$ cat src/rtl/uart_resp_framer.sv
// Captures one bus response per host transaction and serialises it as a
// checksummed byte frame toward the UART transmitter.
module uart_resp_framer #(
   parameter int unsigned TimeoutCycles = 1024
) (
   input  logic        clk_i,
   input  logic        rst_ni,
   input  logic        req_i,
   input  logic        gnt_i,
   input  logic        we_i,
   input  logic        valid_i,
   input  logic [31:0] rdata_i,
   input  logic        err_i,
   input  logic        intg_err_i,
   output logic        tx_valid_o,
   output logic [7:0]  tx_data_o,
   input  logic        tx_ready_i,
   output logic        busy_o,
   output logic        drop_o
);

   typedef enum logic [1:0] {
      IDLE     = 2'd0,
      WAIT_RSP = 2'd1,
      SEND     = 2'd2
   } state_e;

   localparam logic [15:0] CntLast = 16'(TimeoutCycles - 1);

   state_e      state_q, state_d;
   logic        we_q, we_d;
   logic [15:0] cnt_q, cnt_d;
   logic [31:0] rdata_q, rdata_d;
   logic [7:0]  status_q, status_d;
   logic [7:0]  chk_q, chk_d;
   logic [3:0]  idx_q, idx_d;
   logic        tx_valid_q, tx_valid_d;
   logic [7:0]  tx_data_q, tx_data_d;
   logic        drop_q, drop_d;

   logic        capture_s;
   logic        cap_we_s;
   logic [7:0]  cap_status_s;
   logic [31:0] cap_rdata_s;
   logic [3:0]  last_idx_s;

   // Checksum covers VER, STATUS, RSV and (reads only) the four data bytes.
   function automatic logic [7:0] calc_chk(input logic we, input logic [7:0] status,
                                           input logic [31:0] rdata);
      logic [7:0] c;
      c = 8'h01 ^ status ^ 8'h00;
      if (!we) begin
         c = c ^ rdata[7:0] ^ rdata[15:8] ^ rdata[23:16] ^ rdata[31:24];
      end else begin
         c = c;
      end
      return c;
   endfunction

   function automatic logic [7:0] frame_byte(input logic [3:0] idx, input logic we,
                                             input logic [7:0] status, input logic [31:0] rdata,
                                             input logic [7:0] chk);
      logic [7:0] b;
      case (idx)
         4'd0:    b = 8'h5A;
         4'd1:    b = 8'h01;
         4'd2:    b = status;
         4'd3:    b = 8'h00;
         4'd4:    b = we ? chk : rdata[7:0];
         4'd5:    b = rdata[15:8];
         4'd6:    b = rdata[23:16];
         4'd7:    b = rdata[31:24];
         4'd8:    b = chk;
         default: b = 8'h00;
      endcase
      return b;
   endfunction

   assign last_idx_s = we_q ? 4'd4 : 4'd8;

   // Next-state, capture and transmit-sequencing logic.
   always_comb begin
      state_d      = state_q;
      we_d         = we_q;
      cnt_d        = cnt_q;
      rdata_d      = rdata_q;
      status_d     = status_q;
      chk_d        = chk_q;
      idx_d        = idx_q;
      tx_valid_d   = tx_valid_q;
      tx_data_d    = tx_data_q;
      drop_d       = 1'b0;
      capture_s    = 1'b0;
      cap_we_s     = we_q;
      cap_status_s = 8'h00;
      cap_rdata_s  = 32'h0000_0000;

      case (state_q)
         IDLE: begin
            if (req_i && gnt_i) begin
               we_d  = we_i;
               cnt_d = 16'd0;
               if (valid_i) begin
                  capture_s    = 1'b1;
                  cap_we_s     = we_i;
                  cap_status_s = {4'b0000, we_i, 1'b0, intg_err_i, err_i};
                  cap_rdata_s  = rdata_i;
               end else begin
                  state_d = WAIT_RSP;
               end
            end else if (valid_i) begin
               drop_d = 1'b1;
            end else begin
               drop_d = 1'b0;
            end
         end
         WAIT_RSP: begin
            cnt_d = cnt_q + 16'd1;
            // A response arriving on the final count still wins over the timeout.
            if (valid_i) begin
               capture_s    = 1'b1;
               cap_status_s = {4'b0000, we_q, 1'b0, intg_err_i, err_i};
               cap_rdata_s  = rdata_i;
            end else if (cnt_q == CntLast) begin
               capture_s    = 1'b1;
               cap_status_s = {4'b0000, we_q, 1'b1, 1'b0, 1'b0};
               cap_rdata_s  = 32'h0000_0000;
            end else begin
               capture_s = 1'b0;
            end
            if (req_i && gnt_i) begin
               drop_d = 1'b1;
            end else begin
               drop_d = 1'b0;
            end
         end
         SEND: begin
            if ((req_i && gnt_i) || valid_i) begin
               drop_d = 1'b1;
            end else begin
               drop_d = 1'b0;
            end
            if (tx_valid_q && tx_ready_i) begin
               if (idx_q == last_idx_s) begin
                  state_d    = IDLE;
                  idx_d      = 4'd0;
                  tx_valid_d = 1'b0;
                  tx_data_d  = 8'h00;
               end else begin
                  idx_d     = idx_q + 4'd1;
                  tx_data_d = frame_byte(idx_q + 4'd1, we_q, status_q, rdata_q, chk_q);
               end
            end else begin
               idx_d = idx_q;
            end
         end
         default: begin
            state_d    = IDLE;
            tx_valid_d = 1'b0;
            tx_data_d  = 8'h00;
         end
      endcase

      if (capture_s) begin
         state_d    = SEND;
         we_d       = cap_we_s;
         status_d   = cap_status_s;
         rdata_d    = cap_rdata_s;
         chk_d      = calc_chk(cap_we_s, cap_status_s, cap_rdata_s);
         idx_d      = 4'd0;
         tx_valid_d = 1'b1;
         tx_data_d  = 8'h5A;
      end else begin
         chk_d = chk_d;
      end
   end

   // State and output registers; reset aborts any frame in flight.
   always_ff @(posedge clk_i or negedge rst_ni) begin
      if (!rst_ni) begin
         state_q    <= IDLE;
         we_q       <= 1'b0;
         cnt_q      <= 16'd0;
         rdata_q    <= 32'h0000_0000;
         status_q   <= 8'h00;
         chk_q      <= 8'h00;
         idx_q      <= 4'd0;
         tx_valid_q <= 1'b0;
         tx_data_q  <= 8'h00;
         drop_q     <= 1'b0;
      end else begin
         state_q    <= state_d;
         we_q       <= we_d;
         cnt_q      <= cnt_d;
         rdata_q    <= rdata_d;
         status_q   <= status_d;
         chk_q      <= chk_d;
         idx_q      <= idx_d;
         tx_valid_q <= tx_valid_d;
         tx_data_q  <= tx_data_d;
         drop_q     <= drop_d;
      end
   end

   assign tx_valid_o = tx_valid_q;
   assign tx_data_o  = tx_data_q;
   assign busy_o     = (state_q != IDLE);
   assign drop_o     = drop_q;

endmodule

$ cat config.mk
export PLATFORM = sky130hd
export DESIGN_NAME = uart_resp_framer
export DESIGN_NICKNAME = d
export VERILOG_FILES = /design/src/rtl/uart_resp_framer.sv
export SDC_FILE = /design/constraint.sdc
export NUM_CORES = 1
export LEC_CHECK = 0
export ABC_AREA = 1
export CORE_AREA = 2 2 82 142
export CTS_CLUSTER_SIZE = 12
export DETAILED_ROUTE_END_ITERATION = 12
export DIE_AREA = 0 0 84 144
export PLACE_DENSITY_LB_ADDON = 0.12
export SLEW_MARGIN = 0
export SYNTH_ARGS = -nofsm -noshare
export SYNTH_HDL_FRONTEND = slang
export SYNTH_SLANG_ARGS = --single-unit
$ cat constraint.sdc
create_clock -name clk_i -period 2.2 [get_ports clk_i]
set_input_delay 0.66 -clock clk_i [delete_from_list [all_inputs] [get_ports clk_i]]
set_output_delay 0.66 -clock clk_i [all_outputs]
set_load 0.02 [all_outputs]
# Word level (Yosys, flattened, before mapping)
# Cells that the tools add are included.
# word_totals
regBits	81
word_cells	100
out_inout_bits	11
# classes
eq_ne	18
addsub	2
muxes	47
n_bitwise	5
reduce_logical	18
# ops
operator	count
32-bit two-way mux	2
32-bit case mux with 2 select lines	1
8-bit case mux with 8 select lines	1
8-bit two-way mux	5
4-bit two-way mux	9
16-bit case mux with 2 select lines	1
8-bit bitwise XOR	4
16-bit by 1-bit adder with 16-bit output, second input constant	1
16-bit by 10-bit == test with 1-bit output, second input constant	1
4-bit by 3-bit == test with 1-bit output, second input constant	4
1-bit two-way mux	16
16-bit two-way mux	1
8-bit case mux with 2 select lines	1
3-bit inequality test, second input constant	4
2-bit nonzero test	6
2-bit two-way mux	5
4-bit case mux with 2 select lines	1
2-bit AND reduction	4
2-bit case mux with 3 select lines	1
5-bit AND reduction	1
4-bit by 1-bit adder with 4-bit output, second input constant	1
4-bit by 1-bit == test with 1-bit output, second input constant	1
4-bit by 2-bit == test with 1-bit output, second input constant	1
4-bit == test	1
other kinds (14)	17

# Depth between registers and ports, before layout
# logic_depth
depth_word	10
ltp_mapped	15

# Worst setup path after synthesis
# Ideal clock, no wire load.
# synth_timing
kind	input -> register
startpoint	input req_i
endpoint	register chk_q[3]
setup_time_ns	0.126
arrival_ns	1.747
stages	11
path_slack_ns	0.328
n_path_buf	0
required_time_ns	2.074
cell_sequence	nand2_1 -> inv_1 -> nand2_2 -> nor2_4 -> nand2_1 -> o21ai_2 -> nand2_1 -> nand2_1 -> nand3_1 -> nand3_1 -> nand3_1
# synth_between
elab_chain_cells	8
elab_cells_between_ends	14
# synth_lines
element	line	rtl
from (decl)	8	input logic req_i,
1-bit logical AND *	100	if (req_i && gnt_i) begin
4-bit two-way mux or 32-bit two-way mux (tied branches)	100	
4-bit case mux with 2 select lines or 32-bit case mux with 2 select lines (tied branches)	98	case (state_q)
8-bit bitwise XOR (4 in series)	53	c = c ^ rdata[7:0] ^ rdata[15:8] ^ rdata[23:16] ^ rdata[31:24];
8-bit two-way mux	52	if (!we) begin
to (signal assigned)	197	chk_q <= chk_d;
to (decl)	35	logic [7:0] chk_q, chk_d;
# Every way passes the cells marked *; elsewhere a longest branch is shown, timed or not.
# A chain may end at the register's enable or synchronous reset.

# Worst setup path in the final report
# layout_timing
startpoint	input valid_i
endpoint	register chk_q[1]
# layout_between
elab_chain_cells	8
elab_cells_between_ends	19
# layout_lines
element	line	rtl
from (decl)	11	input logic valid_i,
4-bit two-way mux or 32-bit two-way mux (tied branches)	103, 120	
4-bit two-way mux or 32-bit two-way mux (tied branches)	100	
4-bit case mux with 2 select lines or 32-bit case mux with 2 select lines (tied branches)	98	
8-bit bitwise XOR (4 in series)	53	
8-bit two-way mux	52	
# Several ways; a longest one is shown, not always the timed one.

==> run_results.csv <==
group,metric,value,unit
status,outcome,"complete, no violations",
cts,clockRootBuffer,"sky130_fd_sc_hd__clkbuf_16",
detailed_routing,antenna_left,0,
final_layout,final_nets,761,
power_and_ir_drop,powerDensity,513,nW/um^2
detailed_routing,drc,0,
placement,place.detailed.hpwl,9780,um
placement,port_buffers,51,
logic_synthesis,synth-seq-cells,77,
cts,numCtsBuffers,9,
final_layout,layout-area-overhead-vs-synth,35.8,%
detailed_routing,drt_first_pass_iters,4,
logic_synthesis,post_synth_most_frequent_cells,"210 x sky130_fd_sc_hd__nand2_1, 77 x sky130_fd_sc_hd__dfrtp_1, 61 x sky130_fd_sc_hd__inv_1",
final_layout,final_core_util,54.1,%
logic_synthesis,synth-async-reset-ratio,100,%
setup_path,cp_cell_sequence,"clkdlybuf4s50_1 > inv_1 > nor2_8 > buf_12 > buf_6 > nand2_1 > xnor2_1 > nand3b_1 > nand3_1 > nand3_1",
final_layout,n_antenna_cell,0,
detailed_routing,drt-initial-drc-count,213,
setup_path,critical_path_buf_inv_count,4,
logic_synthesis,synth.cell_area,4400,um^2
detailed_routing,avgRoutedWirePerCell,15.0,um
power_and_ir_drop,irDropWorstVdd,371,uV
setup_path,critical_path.most_common_cell,"sky130_fd_sc_hd__nand3_1",
logic_synthesis,syn_nets,638,
sta,fin_ws,0.130,ns
global_routing,global_route.usage.total,21.6,%
setup_path,critical_path.max_fanout,7,
setup_path,rrSetupSlack,0.16,ns
floorplanning,io_pins,52,
sta,report.final.slew_viol_count,0,
placement,detailedPlace.worstSlack,-0.339,ns
sta,timing_hold_violations_final,0,
cts,tritoncts,"yes",
setup_path,required_time_worst_endpoint,2.41,ns
cts,ctsHtreeMaxLevel,3,
final_layout,stdcell_area,5970,um^2
global_routing,grt_pass1_vias,4131,
global_routing,grt_max_degree,29,
cts,clk_pin_slew_worst_paths,0.06,ns
setup_path,kind_of_launch_point_of_the_worst_setup_path,"primary input",
logic_synthesis,yosys-top-cells-area,"sky130_fd_sc_hd__dfrtp_1 44%, sky130_fd_sc_hd__nand2_1 18%, sky130_fd_sc_hd__nand3_1 6.6%, sky130_fd_sc_hd__inv_1 5.2%, sky130_fd_sc_hd__o21ai_0 4.0%",
power_and_ir_drop,power_leakage,3.14,nW
setup_path,crit_arrival,2.28,ns
floorplanning,core_area,11000,um^2
sta,slew_headroom,73.0,%
logic_synthesis,post-synth-top-count-cell,"sky130_fd_sc_hd__nand2_1",
sta,final_period_util,94.1,%
floorplanning,design.die.area,12100,um^2
setup_path,largest_incremental_delay_on_the_critical_path,0.50,ns
global_routing,antenna_violations_before_repair,0,
cts,cts.sink_count,77,
floorplanning,fp-row-count,51,
sta,setup_violators_final,0,
setup_path,end_kind,"flip-flop",
placement,post_dp_cell_area,5540,um^2
placement,gp_congestion,0.884,
logic_synthesis,synth-warning-count,0,
cts,clkLatencyLatePin,0.34,ns
cts,buffer_levels_on_the_longest_clock_path,2,
setup_path,dominant_delay_contributor_by_cell_family_on_the_critical_path,"buffers and inverters",
job,max-cap-violations,0,
floorplanning,floorplan.die.height,144,um
logic_synthesis,synth.lib_cells_used.distinct,42,
sta,timing.hold.ws,0.215,ns
sta,finalCriticalPeriod,2.07,ns
logic_synthesis,postSynthAreaPerCell,7.42,um^2
sta,slew_at_the_pin_closest_to_its_max_slew_limit,0.401,ns
sta,achievable-frequency,0.483,GHz
logic_synthesis,synth_ff_type,"sky130_fd_sc_hd__dfrtp_1",
logic_synthesis,synth_enable_flop_cells,0,
hold_path,worst_hold_path_type,"primary input to asynchronous set/reset pin",
logic_synthesis,syn_inst,592,
setup_path,crit_path_top_delay_cell,"sky130_fd_sc_hd__clkdlybuf4s50_1",
global_routing,grt-ovfl-total,0,
final_layout,layout-drive-gt1-share,17.6,%
detailed_routing,vias,4269,
floorplanning,floorplan.die.width,84,um
detailed_routing,drt-total-wl,12800,um
global_routing,grt_first_pass_wirelength,20400,um
sta,timing.clock.skew,0.0107,ns
setup_path,criticalPathCategory,"primary input to flip-flop",
floorplanning,initial_core_util,39.8,%
logic_synthesis,yosys_top_cell_area_share,43.8,%
detailed_routing,routed_via_density,5.01,
logic_synthesis,yosysSeqAreaShare,43.8,%
logic_synthesis,synth.largest_area_cell,"sky130_fd_sc_hd__dfrtp_1",
-- power breakdown --
group | internal, W | switching [W] | leakage, nW
logic | 0.0000838 | 0.0000693 | 2.09
registers | 0.00142 | 0.000000305 | 0.910
clock network | 0.000905 | 0.000586 | 0.140
total | 0.00241 | 0.000655 | 3.14
-- state kept, by name, summed over array words and instances, names as in the netlist --
signal / count
drop_o: 1
tx_valid_o: 1
status_q: 4
chk_q: 8
state_q: 2
idx_q: 4
cnt_q: 16
tx_data_o: 8
we_q: 1
rdata_q: 32
-- timing repair --
item | 4_1_cts | 5_1_grt
hold buffers | 0 | 0
gates cloned | 0 | 1
setup buffers | 0 | 3
gates resized for setup | 2 | 16
endpoints found under the setup margin | 2 | 15
pin swaps | 0 | 5
-- cell usage in the layout (no fill, tap or decap), types with 3 or more instances in the layout --
cell type | Yosys | final
sky130_fd_sc_hd__nand2_2 | 5 | 7
sky130_fd_sc_hd__nand2_1 | 210 | 206
sky130_fd_sc_hd__nand4_1 | 10 | 10
sky130_fd_sc_hd__buf_12 | 0 | 4
sky130_fd_sc_hd__nor2_4 | 5 | 6
sky130_fd_sc_hd__xnor2_1 | 4 | 4
sky130_fd_sc_hd__ha_1 | 5 | 4
sky130_fd_sc_hd__inv_2 | 5 | 5
sky130_fd_sc_hd__a32o_1 | 4 | 4
sky130_fd_sc_hd__nor2_1 | 37 | 37
sky130_fd_sc_hd__o21ai_0 | 35 | 34
sky130_fd_sc_hd__nand3_1 | 58 | 57
sky130_fd_sc_hd__clkdlybuf4s50_1 | 0 | 47
sky130_fd_sc_hd__clkinvlp_4 | 0 | 3
sky130_fd_sc_hd__nand3b_1 | 4 | 4
sky130_fd_sc_hd__dlymetal6s2s_1 | 0 | 3
sky130_fd_sc_hd__a21oi_1 | 18 | 18
sky130_fd_sc_hd__clkbuf_16 | 0 | 10
sky130_fd_sc_hd__o22ai_1 | 8 | 8
sky130_fd_sc_hd__nand2_4 | 2 | 4
sky130_fd_sc_hd__inv_1 | 61 | 61
sky130_fd_sc_hd__dfrtp_1 | 77 | 75
sky130_fd_sc_hd__o21ai_1 | 6 | 7
sky130_fd_sc_hd__buf_4 | 1 | 67
-- layer usage --
| metal | global-route usage, % | vias up | part of all wire (%) | wire (um) |
|---|---|---|---|---|
| met5 | 0 | - | 0 | 0 |
| met4 | 7.13 | 0 | 1.9 | 246 |
| met3 | 2.80 | 15 | 2.2 | 285 |
| met2 | 40.7 | 69 | 55 | 6990 |
| met1 | 25.0 | 2021 | 41 | 5300 |
| li1 | - | 2164 | - | - |
-- cell families (layout without fill, tap and decap cells) --
kind of cell	after synthesis	count (layout)	synth area share, %
xor gates and xnor gates	8	8	1.77
and+or+nand+nor	340	340	34.1
buffers and inverters	78	206	7.37
muxes	2	2	0.455
AOI/OAI and AO/OA	82	82	11.1
adders and majority gates	5	5	1.42
DFF	77	77	43.8
-- cell type report --
type	instances	area (um^2)
Clock buffer	10	239
Sequential cell	77	1930
Tap cell	132	165
Multi-Input combinational cell	437	2190
Clock inverter	6	62.6
Timing Repair Buffer	123	1130
Inverter	67	251
Fill cell	1065	5070
-- stage by stage --
stage,power [W],std cells,TNS [ns]
5_1_grt,0.00317,852,-0.00673
3_5_place_dp,0.00160,832,-5.29
2_1_floorplan,0.00146,592,0
6_report,0.00306,852,0
3_3_place_gp,0.00160,832,-4.90
4_1_cts,0.00310,848,0
-- final timing paths --
path                             start      endpoint  cells after the start
min reg2reg                rdata_q[20]   rdata_q[20]                      2
min in group clk_i         rdata_q[20]   rdata_q[20]                      2
max                            valid_i      chk_q[1]                     10
min                             rst_ni     cnt_q[12]                      1
max in group asynchronous       rst_ni    rdata_q[6]                      2
max reg2reg                   idx_q[0]  tx_data_o[0]                     10
Note: power is estimated with default switching activity, not from simulation.
==> patch 1 (same flow settings) <==
Reset style: synchronous (`rst_ni`), changed in one clocked block.
--- a/src/rtl/uart_resp_framer.sv
+++ b/src/rtl/uart_resp_framer.sv
@@ -176,7 +176,7 @@
    end
 
    // State and output registers; reset aborts any frame in flight.
-   always_ff @(posedge clk_i or negedge rst_ni) begin
+   always_ff @(posedge clk_i) begin
       if (!rst_ni) begin
          state_q    <= IDLE;
          we_q       <= 1'b0;
Formal check against the unedited RTL: differs if rst_ni is asserted again (counterexample within 4 cycles, from zero or initial values and one cycle with rst_ni low); with rst_ni held inactive, the same outputs for 10 cycles.
==> patch 1 against the original RTL <==
- count of clock-buffer cells in the layout decreased by 1
- cell area rose by 1.7%
- first-iteration DRC count fell by 14%
- via count up 16%
- area after synthesis rose by 1.5%
- critical path type is now reg -> out
- worst setup slack improved by 21 ps
- routed wire length increased by 12%
- highest routed layer unchanged
- critical path depth decreased by 7
- sequential cell count stayed put
Power is not compared: it rests on default switching activity, and its combinational part moved more than twofold at a synthesized area within 25%.
==> patch 1: results (changes against the original RTL) <==
| Metric | Value |
|---|---|
| Peak fanout along the critical path | `6 (was 7)` |
| FF-to-FF End | `chk_q[0] (was tx_data_o[0])` |
| First-pass GRT wire length | `22900 um (was 20400 um)` |
| Asr flop ratio synth | `0% (was 100%)` |
| Compound-Gate Fraction of Synth Area | `16.2% (was 11.1%)` |
| Hold Crit Class | `reg -> reg (was in -> async)` |
| Multi-In Gates | `521 (was 437)` |
| Fillers | `1112 (was 1065)` |
| Pre-CTS WS | `-247 ps (was -339 ps)` |
| Clock-cell share | `4.99% (was 5.05%)` |
| Pre-antenna DRT Iters | `5 (was 4)` |
| Largest net degree at the start of global routing | `26 (was 29)` |
| GR Util met2 | `49.6% (was 40.7%)` |
| Run status | `complete, no violations (unchanged)` |
| Non-Filler Instances | `972 (was 852)` |
| Synth Flop Type | `dfxtp_1 (was dfrtp_1)` |
| Netlist cell types | `41 (was 42)` |
| Placed cell count | `958 (was 832)` |
| Top cells by count, synth | `251 x nand2_1, 83 x inv_1, 77 x dfxtp_1 (was 210 x nand2_1, 77 x dfrtp_1, 61 x inv_1)` |
| Layout cells sized above 1 | `15.5% (was 17.6%)` |
| Hpwl dp | `11300 um (was 9780 um)` |
| FF-to-FF Start | `cnt_q[0] (was idx_q[0])` |
| Met1 Wirelength | `5300 um (about the same)` |
| CP peak stage delay | `430 ps (was 500 ps)` |
| Syn_nets | `757 (was 638)` |
| Critical Path AT | `1390 ps (was 2280 ps)` |
| Met3 usage | `3.31% (was 2.80%)` |
| Routed wl met3 | `360 um (was 285 um)` |
| Placed instance area | `0.00576 mm^2 (was 0.00554 mm^2)` |
| Seq area share | `25.4% (was 32.3%)` |
| Reg2Reg Setup Slack | `200 ps (was 160 ps)` |
| Vias in the first global route | `4979 (was 4131)` |
| Seq/Total Area, Yosys | `34.5% (was 43.8%)` |
| CP max stage cell | `dfxtp_1 (was clkdlybuf4s50_1)` |
| Number of non-clock inverters in the layout | `89 (was 67)` |
| Met2 wire len | `8020 um (was 6990 um)` |
| Gpl congestion | `0.917 (was 0.884)` |
| Top area cells in the synthesized netlist | `dfxtp_1 35%, nand2_1 21%, inv_1 7.0% (was dfrtp_1 44%, nand2_1 18%, nand3_1 6.6%)` |
| Non-Clock Buffer Count | `139 (was 123)` |
| Adder-cell share of the synthesized area | `1.40% (was 1.42%)` |
| Hold slack | `460 ps (was 215 ps)` |
| DRT iter0 DRCs | `184 (was 213)` |
| Multi-input logic area | `0.00246 mm^2 (was 0.00219 mm^2)` |
==> patch 1: logic make-up (layout without fill, tap and decap cells) <==
kind of cell             count (synthesis)  count (layout)
flip-flops                              77              77
AND/OR/NAND/NOR                        390             390
AO/OA/AOI/OAI                          125             125
adder cells (fa/ha/maj)                  5               5
buffers and inverters                  113             242
XOR/XNOR                                 1               1
==> patch 1: what timing repair did <==
action / in CTS / in global routing
endpoints found under the setup margin: 1 / 3
pin swaps: 0 / 1
resized for setup: 1 / 5
==> patch 1: how the worst max path moves through the flow <==
stage | startpoint | endpoint | slack [ps] | depth (start not counted)
6_report | state_q[1] | busy_o | 150 | 3
5_1_grt | req_i | chk_q[3] | -4 | 15
4_1_cts | req_i | chk_q[3] | 120 | 12
3_5_place_dp | req_i | chk_q[3] | -250 | 12
3_3_place_gp | req_i | chk_q[3] | -190 | 12
2_1_floorplan | req_i | chk_q[4] | 270 | 12
==> patch 2 (same settings) <==
Made on the original files. Set the parameter `TimeoutCycles` to 768 (it was 1024).
--- a/src/rtl/uart_resp_framer.sv
+++ b/src/rtl/uart_resp_framer.sv
@@ -1,7 +1,7 @@
 // Captures one bus response per host transaction and serialises it as a
 // checksummed byte frame toward the UART transmitter.
 module uart_resp_framer #(
-   parameter int unsigned TimeoutCycles = 1024
+   parameter int unsigned TimeoutCycles = 768
 ) (
    input  logic        clk_i,
    input  logic        rst_ni,
Formal check against the unedited RTL: no difference found for any inputs over 10 cycles, from zero or initial values and one cycle with rst_ni low; that may be too few to reach the edited logic, so the function may still have changed.
==> patch 2 against the original RTL <==
- die area did not move
- area after synthesis shrank 1.3%
- core utilization is 2.1 points lower
- cell area is 4.0% lower
- largest power group unchanged
- power increased by 1.7%
- critical endpoint is now busy_o
- fmax decreased by 3.6%
- final cell count fell by 3.2%
- routed wire length shrank 2.7%
- first-iteration DRC count is 3.8% lower
- worst setup slack worse by 76 ps
- sequential cell count stayed put
- count of clock-buffer cells in the layout grew 2
==> patch 2: results (changes against the original RTL) <==
| Metric | Value |
|---|---|
| Run status | `complete, no violations (unchanged)` |
| Final nets | `734 (was 761)` |
| Layout cells sized above 1 | `15.7% (was 17.6%)` |
| Fillers | `1096 (was 1065)` |
| FF-to-FF path depth | `14 (was 10)` |
| Mapped Area | `0.00434 mm^2 (was 0.00440 mm^2)` |
| Non-Clock Buffer Count | `106 (was 123)` |
| Fraction of cell area in non-clock buffers | `16.8% (was 18.9%)` |
| CLK BUF | `12 (was 10)` |
| Seq area share | `33.6% (was 32.3%)` |
| Netlist cell types | `39 (was 42)` |
| Worst VDD drop | `0.415 mV (was 0.371 mV)` |
| Met3 usage | `3.42% (was 2.80%)` |
| Multi-In Gates | `421 (was 437)` |
| Top area cells in the synthesized netlist | `dfrtp_1 44%, nand2_1 18%, inv_1 5.5% (was dfrtp_1 44%, nand2_1 18%, nand3_1 6.6%)` |
| Met2 wire len | `6620 um (was 6990 um)` |
| Seq pwr share | `45.5% (was 46.3%)` |
| Switch Pwr | `0.000672 W (was 0.000655 W)` |
| DRT iter0 DRCs | `205 (was 213)` |
| Pre-antenna DRT Iters | `5 (was 4)` |
| Seq/Total Area, Yosys | `44.4% (was 43.8%)` |
| Top cells by count, synth | `206 x nand2_1, 77 x dfrtp_1, 64 x inv_1 (was 210 x nand2_1, 77 x dfrtp_1, 61 x inv_1)` |
| Met1 Track Usage GR | `23.2% (was 25.0%)` |
| Clock power share | `49.8% (was 48.7%)` |
| Gpl congestion | `0.889 (was 0.884)` |
| Final Skew | `7.74 ps (was 10.7 ps)` |
| Placed instance area | `0.00538 mm^2 (was 0.00554 mm^2)` |
| Peak fanout along the critical path | `4 (was 7)` |
| Routed wire length | `12500 um (was 12800 um)` |
| Met1 Wirelength | `4840 um (was 5300 um)` |
| Via density | `5.15 (was 5.01)` |
| FF-to-FF End | `tx_data_o[1] (was tx_data_o[0])` |
| Post-CTS sizing | `0 (was 2)` |
| Largest net degree at the start of global routing | `43 (was 29)` |
| Clock-cell share | `5.44% (was 5.05%)` |
| CP peak stage delay | `600 ps (was 500 ps)` |
| GR Util met2 | `39.3% (was 40.7%)` |
| Critical Path AT | `1490 ps (was 2280 ps)` |
| Total track usage | `21.4% (was 21.6%)` |
[patch 2: per-stage QoR]
stage / utilization (%) / power, W / cells / setup WS (ps) / hold WS, ps
3_3_place_gp: 48.8 / 0.00159 / 808 / -233 / 454
5_1_grt: 51.9 / 0.00321 / 825 / -36.6 / 212
4_1_cts: 51.6 / 0.00315 / 824 / 12.0 / 194
2_1_floorplan: - / 0.00146 / 581 / 365 / 364
6_report: 51.9 / 0.00311 / 825 / 53.8 / 199
3_5_place_dp: 48.8 / 0.00159 / 808 / -281 / 459
[patch 2: logic make-up after synthesis]
family | share of synthesized area (%)
AOI/OAI and AO/OA | 12.5
xor gates and xnor gates | 1.01
adders and majority gates | 1.44
buffers and inverters | 7.99
DFF | 44.4
muxes | 0.461
and+or+nand+nor | 32.2
[patch 2: how the worst max path moves through the flow]
stage / start / endpoint
final: state_q[0] / busy_o
after CTS: state_q[1] / busy_o
after detailed placement: req_i / chk_q[2]
after floorplan: req_i / rdata_q[9]
after global placement: req_i / chk_q[5]
after global routing: req_i / chk_q[0]
